<file path="src/rtl/alu_op_sequencer.sv">
// alu_op_sequencer: registers one request at a time into the ALU inputs,
// allows a full settle cycle, then holds the captured result and flags
// until the consumer takes them. It also keeps the committed status flags
// and a count of completed operations.
module alu_op_sequencer #(
  parameter int COUNT_W = 16
) (
  input  logic               clk,
  input  logic               rst_n,
  input  logic               req_valid,
  output logic               req_ready,
  input  logic [3:0]         req_op,
  input  logic [7:0]         req_a,
  input  logic [7:0]         req_b,
  output logic               rsp_valid,
  input  logic               rsp_ready,
  output logic [7:0]         rsp_result,
  output logic [3:0]         rsp_flags,
  output logic [3:0]         alu_operation,
  output logic [7:0]         alu_operand1,
  output logic [7:0]         alu_operand2,
  input  logic [7:0]         alu_result,
  input  logic               alu_zero_flag,
  input  logic               alu_carry_flag,
  input  logic               alu_overflow_flag,
  input  logic               alu_negative_flag,
  output logic [3:0]         status_flags,
  output logic [COUNT_W-1:0] op_count
);

  typedef enum logic [1:0] {
    IDLE = 2'd0,
    EXEC = 2'd1,
    DONE = 2'd2
  } state_t;

  state_t state;
  state_t next_state;
  logic   accept;
  logic   consume;

  // State register; reset discards any in-flight operation.
  always_ff @(posedge clk or negedge rst_n) begin
    if (!rst_n) begin
      state <= IDLE;
    end else begin
      state <= next_state;
    end
  end

  // Next state and handshakes; a consumed response frees the slot in the
  // same cycle, so req_ready follows rsp_ready combinationally in DONE.
  always_comb begin
    next_state = state;
    req_ready  = 1'b0;
    rsp_valid  = 1'b0;
    accept     = 1'b0;
    consume    = 1'b0;
    case (state)
      IDLE: begin
        req_ready = 1'b1;
        if (req_valid) begin
          accept     = 1'b1;
          next_state = EXEC;
        end
      end
      EXEC: begin
        next_state = DONE;
      end
      DONE: begin
        rsp_valid = 1'b1;
        if (rsp_ready) begin
          consume   = 1'b1;
          req_ready = 1'b1;
          if (req_valid) begin
            accept     = 1'b1;
            next_state = EXEC;
          end else begin
            next_state = IDLE;
          end
        end
      end
      default: begin
        next_state = IDLE;
      end
    endcase
  end

  // ALU drive registers load only on acceptance and otherwise hold,
  // so the ALU sees stable inputs through EXEC and DONE.
  always_ff @(posedge clk or negedge rst_n) begin
    if (!rst_n) begin
      alu_operation <= 4'd0;
      alu_operand1  <= 8'd0;
      alu_operand2  <= 8'd0;
    end else if (accept) begin
      alu_operation <= req_op;
      alu_operand1  <= req_a;
      alu_operand2  <= req_b;
    end
  end

  // Response capture at the end of the settle cycle; flags packed {N,O,C,Z}.
  always_ff @(posedge clk or negedge rst_n) begin
    if (!rst_n) begin
      rsp_result <= 8'd0;
      rsp_flags  <= 4'd0;
    end else if (state == EXEC) begin
      rsp_result <= alu_result;
      rsp_flags  <= {alu_negative_flag, alu_overflow_flag,
                     alu_carry_flag, alu_zero_flag};
    end
  end

  // Status flags and the operation counter commit only when a response
  // is actually taken; the counter wraps silently.
  always_ff @(posedge clk or negedge rst_n) begin
    if (!rst_n) begin
      status_flags <= 4'd0;
      op_count     <= '0;
    end else if (consume) begin
      status_flags <= rsp_flags;
      op_count     <= op_count + COUNT_W'(1);
    end
  end

endmodule

</file>
<file path="config.mk">
export PLATFORM = sky130hd
export DESIGN_NAME = alu_op_sequencer
export DESIGN_NICKNAME = d
export VERILOG_FILES = /design/src/rtl/alu_op_sequencer.sv
export SDC_FILE = /design/constraint.sdc
export NUM_CORES = 1
export LEC_CHECK = 0
export ABC_AREA = 1
export CORE_ASPECT_RATIO = 1.4
export CORE_MARGIN = 4
export CORE_UTILIZATION = 43
export CTS_CLUSTER_DIAMETER = 60
export DETAILED_ROUTE_END_ITERATION = 8
export GPL_ROUTABILITY_DRIVEN = 0
export PLACE_DENSITY = 0.81
export RECOVER_POWER = 100
export SKIP_CTS_REPAIR_TIMING = 1
export SYNTH_ARGS = -nofsm -noshare
export SYNTH_HDL_FRONTEND = slang
export SYNTH_SLANG_ARGS = --single-unit
</file>
<file path="constraint.sdc">
create_clock -name clk -period 1.6 [get_ports clk]
set_input_delay 0.32 -clock clk [delete_from_list [all_inputs] [get_ports clk]]
set_output_delay 0.32 -clock clk [all_outputs]
set_load 0.005 [all_outputs]
</file>
Yosys cells after proc, flatten, opt, wreduce, memory -nomap -nowiden

Index checks and enable logic that the tools add are counted.
Widths: inputs -> output; s select.

Input bits: 36
Word-level logic and storage cells: 26
Output and inout port bits: 54
Flip-flop bits (word level): 54

Reduce and logical (&&, ||, !) cells: 2
Equality and inequality tests: 4
Muxes and demuxes: 11
$add $sub $neg: 1

Operator list:

| cell                  | number |
|---|---|
| $add 16x1->16 const B | 1 |
| $mux 1                | 6 |
| $pmux 2 s3            | 1 |
| $mux 2                | 2 |
| $ne 2x2->1 const B    | 2 |
| $pmux 1 s2            | 2 |
| $eq 2x1->1 const B    | 1 |
| $eq 2x2->1 const B    | 1 |
| $logic_not 2->1       | 1 |
| $reduce_and 2->1      | 1 |

Longest topological paths before layout

Gate-level depths: netlist of run 1.

Depth in word-level cells: 3
Gate-level depth with buffers: 8

Worst setup path after synthesis of run 1

Ideal clock, no wire load.

Path kind: reg2reg
Start point: register state[1]
End point: register rsp_result[6]
Period minus slack after synthesis: 1225 ps
Arrival: 1100 ps
Data required time: 1475 ps
Stages on the path, launching flop included: 5
Path slack: 375 ps
Path buffers: 1
Setup time: 125 ps
Cell sequence: dfrtp_1 inv_1 nand2_2 buf_4 mux2_2

Longest elaborated chain between the ends: 1

RTL lines:

| item                   | RTL line | text |
|---|---|---|
| start, declared        | 37       | `state_t state;` |
| start signal, assigned | 47       | `state <= next_state;` |
| $eq 2x1->1             | 108      | `end else if (state == EXEC) begin` |
| end signal, assigned   | 109      | `rsp_result <= alu_result;` |
| end, declared          | 17       | `output logic [7:0] rsp_result,` |

No other way between the ends.
A chain may end at the register's enable or synchronous reset.

Final worst setup path of run 1

Start point: register op_count[7]
End point: output op_count[7]

RTL lines:

| item                   | RTL line | text |
|---|---|---|
| start, declared        | 28       | `output logic [COUNT_W-1:0] op_count` |
| start signal, assigned | 123      | `op_count <= op_count + COUNT_W'(1);` |

No word-level cell between the ends.

==> impl_metrics.py, run 1 <==
metrics = {
    "critical_path": {
        "timing.critical_path.to_type": "output port",
        "critPathRequiredTime_ns": 1.28,
        "crit_chain": "clkdlybuf4s50_1",
        "timing.critical_path.fanout_max": 6,
        "worst_r2r_startpoint": "op_count[0]",
        "ff2ff_setup_slack_ns": 0.17,
        "critical_path.reg2reg.endpoint": "op_count[9]",
        "arrival_ns": 1.25,
        "slowest_stage": "sky130_fd_sc_hd__clkdlybuf4s50_1",
        "timing.critical_path.slowest_cell_delay_ns": 0.52,
        "reg2reg_depth": 5,
        "timing.critical_path.max_delay_family": "buffers and inverters",
        "cp_num_buf_inv": 1,
        "setup.worst_path.start_class": "register",
        "crit_type": "reg -> out",
    },
    "grt": {
        "busiest_layer": "met2",
        "grt_first_pass_wirelength_um": 8440,
        "first_global_vias": 1889,
        "pin_count_of_the_biggest_net_entering_global_routing": 26,
        "grt_use_met1": 0.175,
        "met2_usage": 0.300,
        "grt_antenna_before_repair": 0,
        "globalRoute.totalOverflow": 0,
        "met3_capacity_usage_during_global_routing": 0.0439,
        "grt_use_total": 0.160,
    },
    "drt": {
        "routed_wire_length_per_instance_um": 12.5,
        "wirelength_um": 5280,
        "first_iter_violations": 131,
        "drt_drc_violations_left": 0,
        "routed_via_density": 4.69,
        "via_count": 1979,
        "dr.pass1.iters": 4,
        "final_antenna_net_count": 0,
    },
    "cts": {
        "clock-root-buffer": "sky130_fd_sc_hd__clkbuf_8",
        "numCtsBuffers": 5,
        "cts_htree_levels": 2,
        "clk_transition_reported_paths_ns": 0.09,
        "clock_tree_from_tritoncts": "built",
        "cts.sink_count": 54,
        "clockBufferDepth": 2,
        "clk_latency_ns": 0.30,
    },
    "synthesis": {
        "synth-seq-area-share": 0.593,
        "synthesis.instances": 245,
        "top_cells_by_area_in_the_synthesized_netlist": "sky130_fd_sc_hd__dfrtp_1 59%, sky130_fd_sc_hd__nand2_1 16%, sky130_fd_sc_hd__mux2_2 4.0%, sky130_fd_sc_hd__inv_1 3.6%, sky130_fd_sc_hd__nor2_1 2.8%",
        "ys_ff_latch": 54,
        "postSynthAreaPerCell_um2": 9.30,
        "synth_top_cell_by_area": "sky130_fd_sc_hd__dfrtp_1",
        "synth_top_cell_area_share": 0.593,
        "ys_warn_count": 0,
        "number_of_different_library_cells_in_the_post_synthesis_netlist": 21,
        "synthesized_area_mm2": 0.00228,
        "syn-num-nets": 282,
    },
    "timing": {
        "timing.final.crit_share": 0.981,
        "finalHoldWorstSlack_ns": 0.311,
        "fin_worst_skew_ns": 0.00620,
        "hold_violations": 0,
        "worstMarginPinSlew_ns": 1.36,
        "fmaxAchievable_mhz": 637,
        "post-route-min-period_ns": 1.57,
        "maxSlewHeadroom": 0.0935,
        "setup-violations-final": 0,
        "finalMaxSlewViolations": 0,
    },
    "finish": {
        "final_net_count": 392,
        "flow.area_growth_from_synthesis_pct": 52.1,
        "final-instance-count-excl-fill": 422,
        "layout.cells.most_common_list": "96 x sky130_fd_sc_hd__nand2_1, 84 x sky130_fd_sc_hd__clkdlybuf4s50_1, 49 x sky130_fd_sc_hd__dfrtp_1",
        "multiInputGateArea_um2": 793,
        "stdcell_area_mm2": 0.00347,
        "layout.filler_cells": 420,
        "drive_above_1_share": 0.124,
        "area.sequential_mm2": 0.00136,
        "layout_commonest_cell": "sky130_fd_sc_hd__nand2_1",
        "num_antenna_cells": 0,
    },
    "floorplanning": {
        "rows": 31,
        "start_util": 0.442,
        "top_level_ports": 90,
        "die_height_um": 94.1,
        "die-width_um": 69.5,
        "core_area_mm2": 0.00516,
        "die_area_mm2": 0.00654,
    },
    "placement": {
        "dp.final_hpwl_um": 4040,
        "dpl-instance-area_mm2": 0.00331,
        "io_buf_count": 89,
        "place_inst": 403,
    },
    "pwr": {
        "pwr_density_cell_mw_per_mm2": 1500,
        "cellLeakagePower_nw": 1.69,
        "post-layout-total-power_mw": 5.19,
        "ir_drop_mv": 1.02,
    },
    "worst_hold_path": {
        "hold_class": "in -> async",
    },
    "outcome": {
        "status": "complete, no violations",
    },
    "job": {
        "max-cap-violations": 0,
    },
}
synthesized netlist by cell type:
library cell,number
sky130_fd_sc_hd__inv_2,1
sky130_fd_sc_hd__mux2_2,8
sky130_fd_sc_hd__nor2_4,1
sky130_fd_sc_hd__nand2_2,2
sky130_fd_sc_hd__ha_1,1
sky130_fd_sc_hd__buf_6,2
sky130_fd_sc_hd__xnor2_1,3
sky130_fd_sc_hd__o21ai_2,1
sky130_fd_sc_hd__nand3_1,7
sky130_fd_sc_hd__nand3_4,1
sky130_fd_sc_hd__nand4_1,4
sky130_fd_sc_hd__buf_4,1
sky130_fd_sc_hd__nand2_1,95
sky130_fd_sc_hd__a21oi_1,5
sky130_fd_sc_hd__nor2_1,17
sky130_fd_sc_hd__o21ai_0,6
sky130_fd_sc_hd__xor2_1,7
sky130_fd_sc_hd__nor3_1,4
sky130_fd_sc_hd__buf_2,3
sky130_fd_sc_hd__inv_1,22
sky130_fd_sc_hd__dfrtp_1,54
report_power, final:
part | switching, mW | total, mW | internal [mW] | leakage (nW)
registers | 0.334 | 2.22 | 1.89 | 0.647
clock network | 0.414 | 0.764 | 0.350 | 0.0482
logic | 0.824 | 2.21 | 1.38 | 0.994
worst max-delay path by stage:
stage | slack (ns) | to | start | cells past startpoint
finish | 0.03 | op_count[7] | op_count[7] | 1
global route | -0.02 | req_ready | rsp_ready | 4
CTS | -0.25 | req_ready | rsp_ready | 4
detailed placement | -0.25 | req_ready | rsp_ready | 4
global placement | -0.25 | req_ready | rsp_ready | 4
floorplan | 0.38 | rsp_result[6] | state[1] | 4
final cells by class:
cell class              count  share of cell area
clock inverters             1             0.00144
flip-flops and latches     54               0.392
inverters                  23              0.0249
well taps                  66              0.0238
repair buffers            109               0.304
multi-input cells         162               0.229
clock buffers               7              0.0249
state kept, by name (all words and copies together), names as in the netlist:
name and count:
alu_operation 4, alu_operand1 8, op_count 16, rsp_flags 4, rsp_result 8, state 2
alu_operand2 8, status_flags 4
cell families (layout without fill, tap and decap cells):
kind of cell / count (synthesis) / after routing / share of synthesized area
AND/OR/NAND/NOR: 131 / 131 / 0.238
flip-flops: 54 / 54 / 0.593
buffers and inverters: 29 / 140 / 0.0577
AO/OA/AOI/OAI: 12 / 12 / 0.0280
XOR/XNOR: 10 / 10 / 0.0384
multiplexers: 8 / 8 / 0.0395
adder cells (fa/ha/maj): 1 / 1 / 0.00549
metrics by stage:
step,setup slack (ns),utilization,setup TNS [ns]
after floorplan,0.375,-,0
after global placement,-0.249,0.641,-0.628
after detailed placement,-0.247,0.641,-0.971
after CTS,-0.254,0.659,-0.574
after global routing,-0.0165,0.672,-0.0310
final,0.0307,0.672,0
metal layers:
metal,vias up,routed length [um]
li1,976,-
met5,-,0
met2,78,2840
met3,14,361
met1,911,1990
met4,0,98
No activity file was read; power rests on OpenSTA's default activity.
==> inputs of run 2 (changes only) <==
GPL_ROUTABILITY_DRIVEN = 1   (was 0)
==> results of run 2 <==
Same layout as run 1: the final DEF is identical, and so are final timing and power.
